**src/rtl/mem_arbiter.sv**
```systemverilog
// mem_arbiter: two-port round-robin arbiter sharing one memory port
// One transaction in flight; fixed LAT access cycles followed by a one-cycle ack.
module mem_arbiter #(
    parameter int W = 32,
    parameter int LAT = 2
) (
    input  logic         clk,
    input  logic         rst,
    input  logic         p0_req,
    input  logic         p0_we,
    input  logic [W-1:0] p0_addr,
    input  logic [W-1:0] p0_wdata,
    output logic         p0_ack,
    output logic [W-1:0] p0_rdata,
    input  logic         p1_req,
    input  logic         p1_we,
    input  logic [W-1:0] p1_addr,
    input  logic [W-1:0] p1_wdata,
    output logic         p1_ack,
    output logic [W-1:0] p1_rdata,
    output logic [W-1:0] m_addr,
    output logic [W-1:0] m_wdata,
    output logic         m_we,
    output logic         m_re,
    input  logic [W-1:0] m_rdata,
    output logic         busy
);
    typedef enum logic [1:0] {IDLE, ACCESS, DONE} state_t;
    state_t state;
    logic [3:0] cnt;
    logic last, id, pick1;
    // Port 1 wins when it is alone, or when both ask and port 0 was served last.
    assign pick1 = p1_req & (~p0_req | ~last);
    always_ff @(posedge clk) begin
        if (rst) begin
            state    <= IDLE;
            cnt      <= '0;
            last     <= 1'b1;
            id       <= 1'b0;
            busy     <= 1'b0;
            m_we     <= 1'b0;
            m_re     <= 1'b0;
            m_addr   <= '0;
            m_wdata  <= '0;
            p0_ack   <= 1'b0;
            p1_ack   <= 1'b0;
            p0_rdata <= '0;
            p1_rdata <= '0;
        end else begin
            case (state)
                IDLE: if (p0_req | p1_req) begin
                    state   <= ACCESS;
                    busy    <= 1'b1;
                    cnt     <= 4'(LAT - 1);
                    id      <= pick1;
                    last    <= pick1;
                    m_we    <= pick1 ? p1_we : p0_we;
                    m_re    <= ~(pick1 ? p1_we : p0_we);
                    m_addr  <= pick1 ? p1_addr : p0_addr;
                    m_wdata <= pick1 ? p1_wdata : p0_wdata;
                end
                ACCESS: begin
                    m_we <= 1'b0;
                    if (cnt == 4'd0) begin
                        state    <= DONE;
                        m_re     <= 1'b0;
                        m_addr   <= '0;
                        m_wdata  <= '0;
                        p0_ack   <= ~id;
                        p1_ack   <= id;
                        p0_rdata <= (~id & m_re) ? m_rdata : '0;
                        p1_rdata <= (id & m_re) ? m_rdata : '0;
                    end else begin
                        cnt <= cnt - 4'd1;
                    end
                end
                DONE: begin
                    state    <= IDLE;
                    busy     <= 1'b0;
                    p0_ack   <= 1'b0;
                    p1_ack   <= 1'b0;
                    p0_rdata <= '0;
                    p1_rdata <= '0;
                end
                default: state <= IDLE;
            endcase
        end
    end
endmodule

```
**config.mk**
```make
export PLATFORM = sky130hd
export DESIGN_NAME = mem_arbiter
export DESIGN_NICKNAME = d
export VERILOG_FILES = /design/src/rtl/mem_arbiter.sv
export SDC_FILE = /design/constraint.sdc
export NUM_CORES = 1
export LEC_CHECK = 0
export CAP_MARGIN = 20
export CORE_MARGIN = 10
export CORE_UTILIZATION = 43
export DETAILED_ROUTE_END_ITERATION = 7
export GPL_TIMING_DRIVEN = 0
export PLACE_DENSITY = 0.85
export SLEW_MARGIN = 5
export SYNTH_ARGS = -nofsm -noshare
export SYNTH_HDL_FRONTEND = slang
export SYNTH_SLANG_ARGS = --single-unit
```
**constraint.sdc**
```tcl
create_clock -name clk -period 3.4 [get_ports clk]
set_clock_uncertainty 0.15 [all_clocks]
set_input_delay 0.34 -clock clk [delete_from_list [all_inputs] [get_ports clk]]
set_output_delay 0.34 -clock clk [all_outputs]
set_load 0.03 [all_outputs]
```
### After elaboration in Yosys (flattened, before gate mapping)

Index checks and enable logic that the tools add are counted.
Widths: inputs -> output; s select.

| cells by class | value |
|---|---|
| reductions and logical operators | 12 |
| add/sub/neg operators | 1 |
| equality and inequality tests | 5 |
| mux-type cells | 31 |
| bitwise operators | 9 |

Operators by type and width:

| kind | count |
|---|---|
| $mux 32 | 9 |
| $pmux 32 s2 | 4 |
| $pmux 1 s2 | 5 |
| $reduce_and 2->1 | 5 |
| $mux 4 | 2 |
| $pmux 4 s2 | 1 |
| $mux 1 | 7 |
| $ne 2x2->1 const B | 3 |
| $reduce_and 3->1 | 2 |
| $reduce_bool 2->1 | 3 |
| $logic_not 4->1 | 1 |
| $mux 2 | 2 |
| $not 1->1 | 4 |
| $pmux 2 s2 | 1 |
| $sub 4x1->4 const B | 1 |
| $and 1x1->1 | 3 |
| $eq 2x1->1 const B | 1 |
| $eq 2x2->1 const B | 1 |
| $logic_not 2->1 | 1 |
| $or 1x1->1 | 2 |

| word-level totals | value |
|---|---|
| output and inout port bits | 133 |
| word-level logic and storage cells | 71 |
| flip-flop bits (word level) | 141 |
| input bits | 166 |

### Depth between registers and ports, before layout

| depth | value |
|---|---|
| depth after elaboration | 7 |
| gate-level depth with buffers | 8 |
| gate-level depth less buffers | 5 |

### Worst setup path after synthesis

Ideal clock, no wire load.

| timing | value |
|---|---|
| kind | register to register |
| start | register cnt[0] |
| end | register p1_rdata[0] |
| data required time | 3190 ps |
| clock period less this slack | 1915 ps |
| cell stages (with the launch flop) | 9 |
| arrival time | 1706 ps |
| setup slack | 1485 ps |
| path buffers | 3 |
| setup time | 60 ps |
| path through | dfxtp_1 -> inv_1 -> ha_1 -> or3b_1 -> buf_6 -> nor4_4 -> buf_6 -> buf_6 -> a22o_1 |

| on the way | value |
|---|---|
| word-level cells in the longest chain between the ends | 3 |

Ends and longest elaborated chain:

| item | line | source |
|---|---|---|
| from (decl) | 30 | `logic [3:0] cnt;` |
| from (signal assigned) | 54 | `cnt <= 4'(LAT - 1);` |
| from (signal assigned) | 74 | `cnt <= cnt - 4'd1;` |
| $logic_not 4->1 | 64 | `if (cnt == 4'd0) begin` |
| $ne 2x2->1 (no line) | -- |  |
| $reduce_and 2->1 (no line) | -- |  |
| to (signal assigned) | 72 | `p1_rdata <= (id & m_re) ? m_rdata : '0;` |
| to (decl) | 20 | `output logic [W-1:0] p1_rdata,` |

Every way passes these cells.
A chain may end at the register's enable or synchronous reset.

### Worst setup path after layout

| timing | value |
|---|---|
| start | register cnt[0] |
| end | register m_addr[7] |

| on the way | value |
|---|---|
| word-level cells in the longest chain between the ends | 3 |

Ends and longest elaborated chain:

| item | line | source |
|---|---|---|
| $logic_not 4->1 | 64 |  |
| $ne 2x2->1 (no line) | -- |  |
| $reduce_and 3->1 (no line) | -- |  |
| to (signal assigned) | 59 | `m_addr <= pick1 ? p1_addr : p0_addr;` |
| to (decl) | 21 | `output logic [W-1:0] m_addr,` |

Every way passes these cells.

==> flow_metrics.env <==
export IMPL_status="complete, no violations"
export IMPL_grt_setup_unrepaired="no"
export IMPL_worst_pin_slew_ns=0.614
export IMPL_numCtsBuffers=17
export IMPL_core_area_sq_um=13200
export IMPL_drive_gt1_share_pct=5.63
export IMPL_first_pass_iters=7
export IMPL_clkLatencyLatePin_ns=0.41
export IMPL_p_sw_mw=1.53
export IMPL_netlist_area_sq_um=5790
export IMPL_synth_seq_cells=141
export IMPL_required_ns=3.53
export IMPL_htreeDepth=4
export IMPL_sw_frac_of_total_pct=30.1
export IMPL_crit_path_start_kind="flip-flop"
export IMPL_p_per_area_nw_per_um2=527
export IMPL_drv_slew=0
export IMPL_max_stage_delay_ns=0.40
export IMPL_die_w_microns=136
export IMPL_critPathKind="reg2reg"
export IMPL_cp_top_family="simple AND/OR/NAND/NOR gates"
export IMPL_drc_errors=0
export IMPL_avgSynthCellArea_sq_um=9.47
export IMPL_grt_max_degree=17
export IMPL_power_share_clock_pct=41.0
export IMPL_gp_congestion=0.895
export IMPL_clkTransAtPathRegs_ns=0.06
export IMPL_antenna_cells=0
export IMPL_root_buffer="clkbuf_16"
export IMPL_cp_cell_sequence="inv_1, ha_1, or3b_1, nor2_1, buf_2, buf_2, o311ai_0"
export IMPL_wire_per_inst_microns=22.4
export IMPL_clock_sinks=141
export IMPL_area_growth_pct=66.7
export IMPL_numPortBuffers=298
export IMPL_rows=42
export IMPL_start_util_pct=43.7
export IMPL_ys_types=43
export IMPL_ioPinCount=299
export IMPL_dp_cells=1086
export IMPL_synth_edff_count=0
export IMPL_syn_instance_count=612
export IMPL_wirelength_microns=25100
export IMPL_min_path_type="reg2reg"
export IMPL_cts_resized=0
export IMPL_vias=6541
export IMPL_final_common_cell="clkdlybuf4s50_1"
export IMPL_leakage_nw=3.41
export IMPL_period_share_pct=71.5
export IMPL_cts_tree="yes"
export IMPL_postLayoutCoreUtil_pct=72.9
export IMPL_clock_path_buffers=2
export IMPL_layout_common_cells="clkdlybuf4s50_1 (298), dfxtp_1 (141), nand4_1 (129)"
export IMPL_synth_flop_cell="dfxtp_1"
export IMPL_ant_nets=0
export IMPL_syn_num_nets=780
export IMPL_hold_viol_final=0
export IMPL_pre_cts_ws_ns=0.863
export IMPL_nets=1097
export IMPL_drv_cap=0
export IMPL_grt_pass1_wl_microns=37200
export IMPL_p_int_mw=3.56
export IMPL_setup_ws_ns=0.970
export IMPL_seq_area_frac_synth_pct=48.7
export IMPL_hold_buffers=0
export IMPL_tns_ns=0
export IMPL_grtUsageTotal_pct=25.6
export IMPL_combPwrFrac_pct=22.9
export IMPL_postCtsSetupRepairBufs=0
export IMPL_async_flop_share_pct=0
export IMPL_crit_buf_inv=3
export IMPL_overflow=0
export IMPL_avgViaCountPerCell=5.85
export IMPL_post_route_min_period_ns=2.43
export IMPL_vdd_drop_max_v=0.000296
export IMPL_max_freq_mhz=412
export IMPL_endpoint_kind="flip-flop"
export IMPL_antenna_found_initial=1
export IMPL_dieArea_sq_um=18500
export IMPL_grt_pass1_vias=6500
export IMPL_relSlewSlack_pct=59.1
export IMPL_slowest_stage="or3b_1"
export IMPL_setup_viol=0
export IMPL_share_seq_of_total_power_pct=36.1
export IMPL_die_y_microns=136
export IMPL_stdcell_count=1118
export IMPL_drt_iter0_markers=367
export IMPL_yosysWarnings=0
export IMPL_cp_max_fo=10
export IMPL_dp_hpwl_microns=19000
export IMPL_critPathArrivalTime_ns=2.56
export IMPL_crit_top_cell="buf_2"
==> Yosys cell counts (all sizes together) (2+ instances only) <==
library cell / number / area share [%]
buf: 17 / 1.8
nor4: 3 / 0.58
a21boi: 4 / 0.52
a22o: 58 / 8.8
and3: 3 / 0.32
clkbuf: 56 / 3.6
dfxtp: 141 / 49
a21oi: 5 / 0.43
nand2: 6 / 0.39
nand2b: 3 / 0.32
nor3b: 2 / 0.35
ha: 2 / 0.43
o2111ai: 2 / 0.30
o2111a: 2 / 0.39
nand3: 4 / 0.35
nand4: 129 / 14
a41o: 3 / 0.52
o21ai: 9 / 0.78
nor2: 8 / 0.52
nor2b: 4 / 0.43
o311ai: 64 / 9.7
inv: 72 / 4.7
==> final timing paths <==
path / slack [ns] / start / to / cells after the start
worst max register to register: 0.97 / cnt[0] / m_addr[7] / 7
worst min register to register: 0.33 / busy / busy / 2
worst min-delay path: 0.33 / busy / busy / 2
worst max-delay path: 0.97 / cnt[0] / m_addr[7] / 7
==> per-stage QoR <==
| stage | instance area (sq um) | power (mW) | hold WS, ns |
|---|---|---|---|
| after floorplan | 5790 | 2.44 | 0.315 |
| after global placement | 9000 | 3.02 | 0.310 |
| after detailed placement | 9000 | 3.03 | 0.312 |
| after CTS | 9650 | 5.10 | 0.320 |
| after global routing | 9650 | 5.26 | 0.335 |
| final | 9650 | 5.09 | 0.327 |
==> metal layers <==
| layer | global-route usage, % | up-vias | share of wire (%) |
|---|---|---|---|
| li1 | - | 3021 | - |
| met1 | 28.4 | 3098 | 37 |
| met2 | 42.4 | 371 | 47 |
| met3 | 11.8 | 49 | 13 |
| met4 | 8.93 | 2 | 2.9 |
| met5 | 0 | - | 0.052 |
==> sequential cells by signal, indices dropped and copies added (netlist names) <==
| name | cells |
|---|---|
| state | 2 |
| m_re | 1 |
| id | 1 |
| m_we | 1 |
| p1_rdata | 32 |
| m_wdata | 32 |
| m_addr | 32 |
| p1_ack | 1 |
| cnt | 4 |
| busy | 1 |
| p0_ack | 1 |
| last | 1 |
| p0_rdata | 32 |
==> power groups by stage <==
stage / logic, mW / clock network, mW / registers, mW
2_1_floorplan: 0.371 / 0 / 2.07
3_5_place_dp: 1.16 / 0 / 1.87
5_1_grt: 1.25 / 2.16 / 1.85
3_3_place_gp: 1.15 / 0 / 1.87
6_report: 1.17 / 2.09 / 1.84
4_1_cts: 1.17 / 2.09 / 1.84
==> worst min-delay path, stage by stage, from the launching register on <==
cell and delay, ns:
dfxtp_1 0.32, nand2_1 0.06, a21oi_1 0.05
==> area by class of cell <==
| class | instances | area [sq um] |
|---|---|---|
| fill | 1008 | 3590 |
| buffer | 73 | 315 |
| timing repair buffer | 298 | 2980 |
| sequential | 141 | 2820 |
| clock inverter | 15 | 233 |
| multi-input combinational | 326 | 2380 |
| inverter | 72 | 270 |
| tap | 176 | 220 |
| clock buffer | 17 | 425 |
==> cell families after synthesis <==
logic type	after synthesis	synth area share [%]
AOI/OAI and AO/OA	156	22.8
adders and majority gates	2	0.432
buffers and inverters	145	10.1
DFF	141	48.7
and+or+nand+nor	168	17.9
Power figures use the tool's default switching activity.
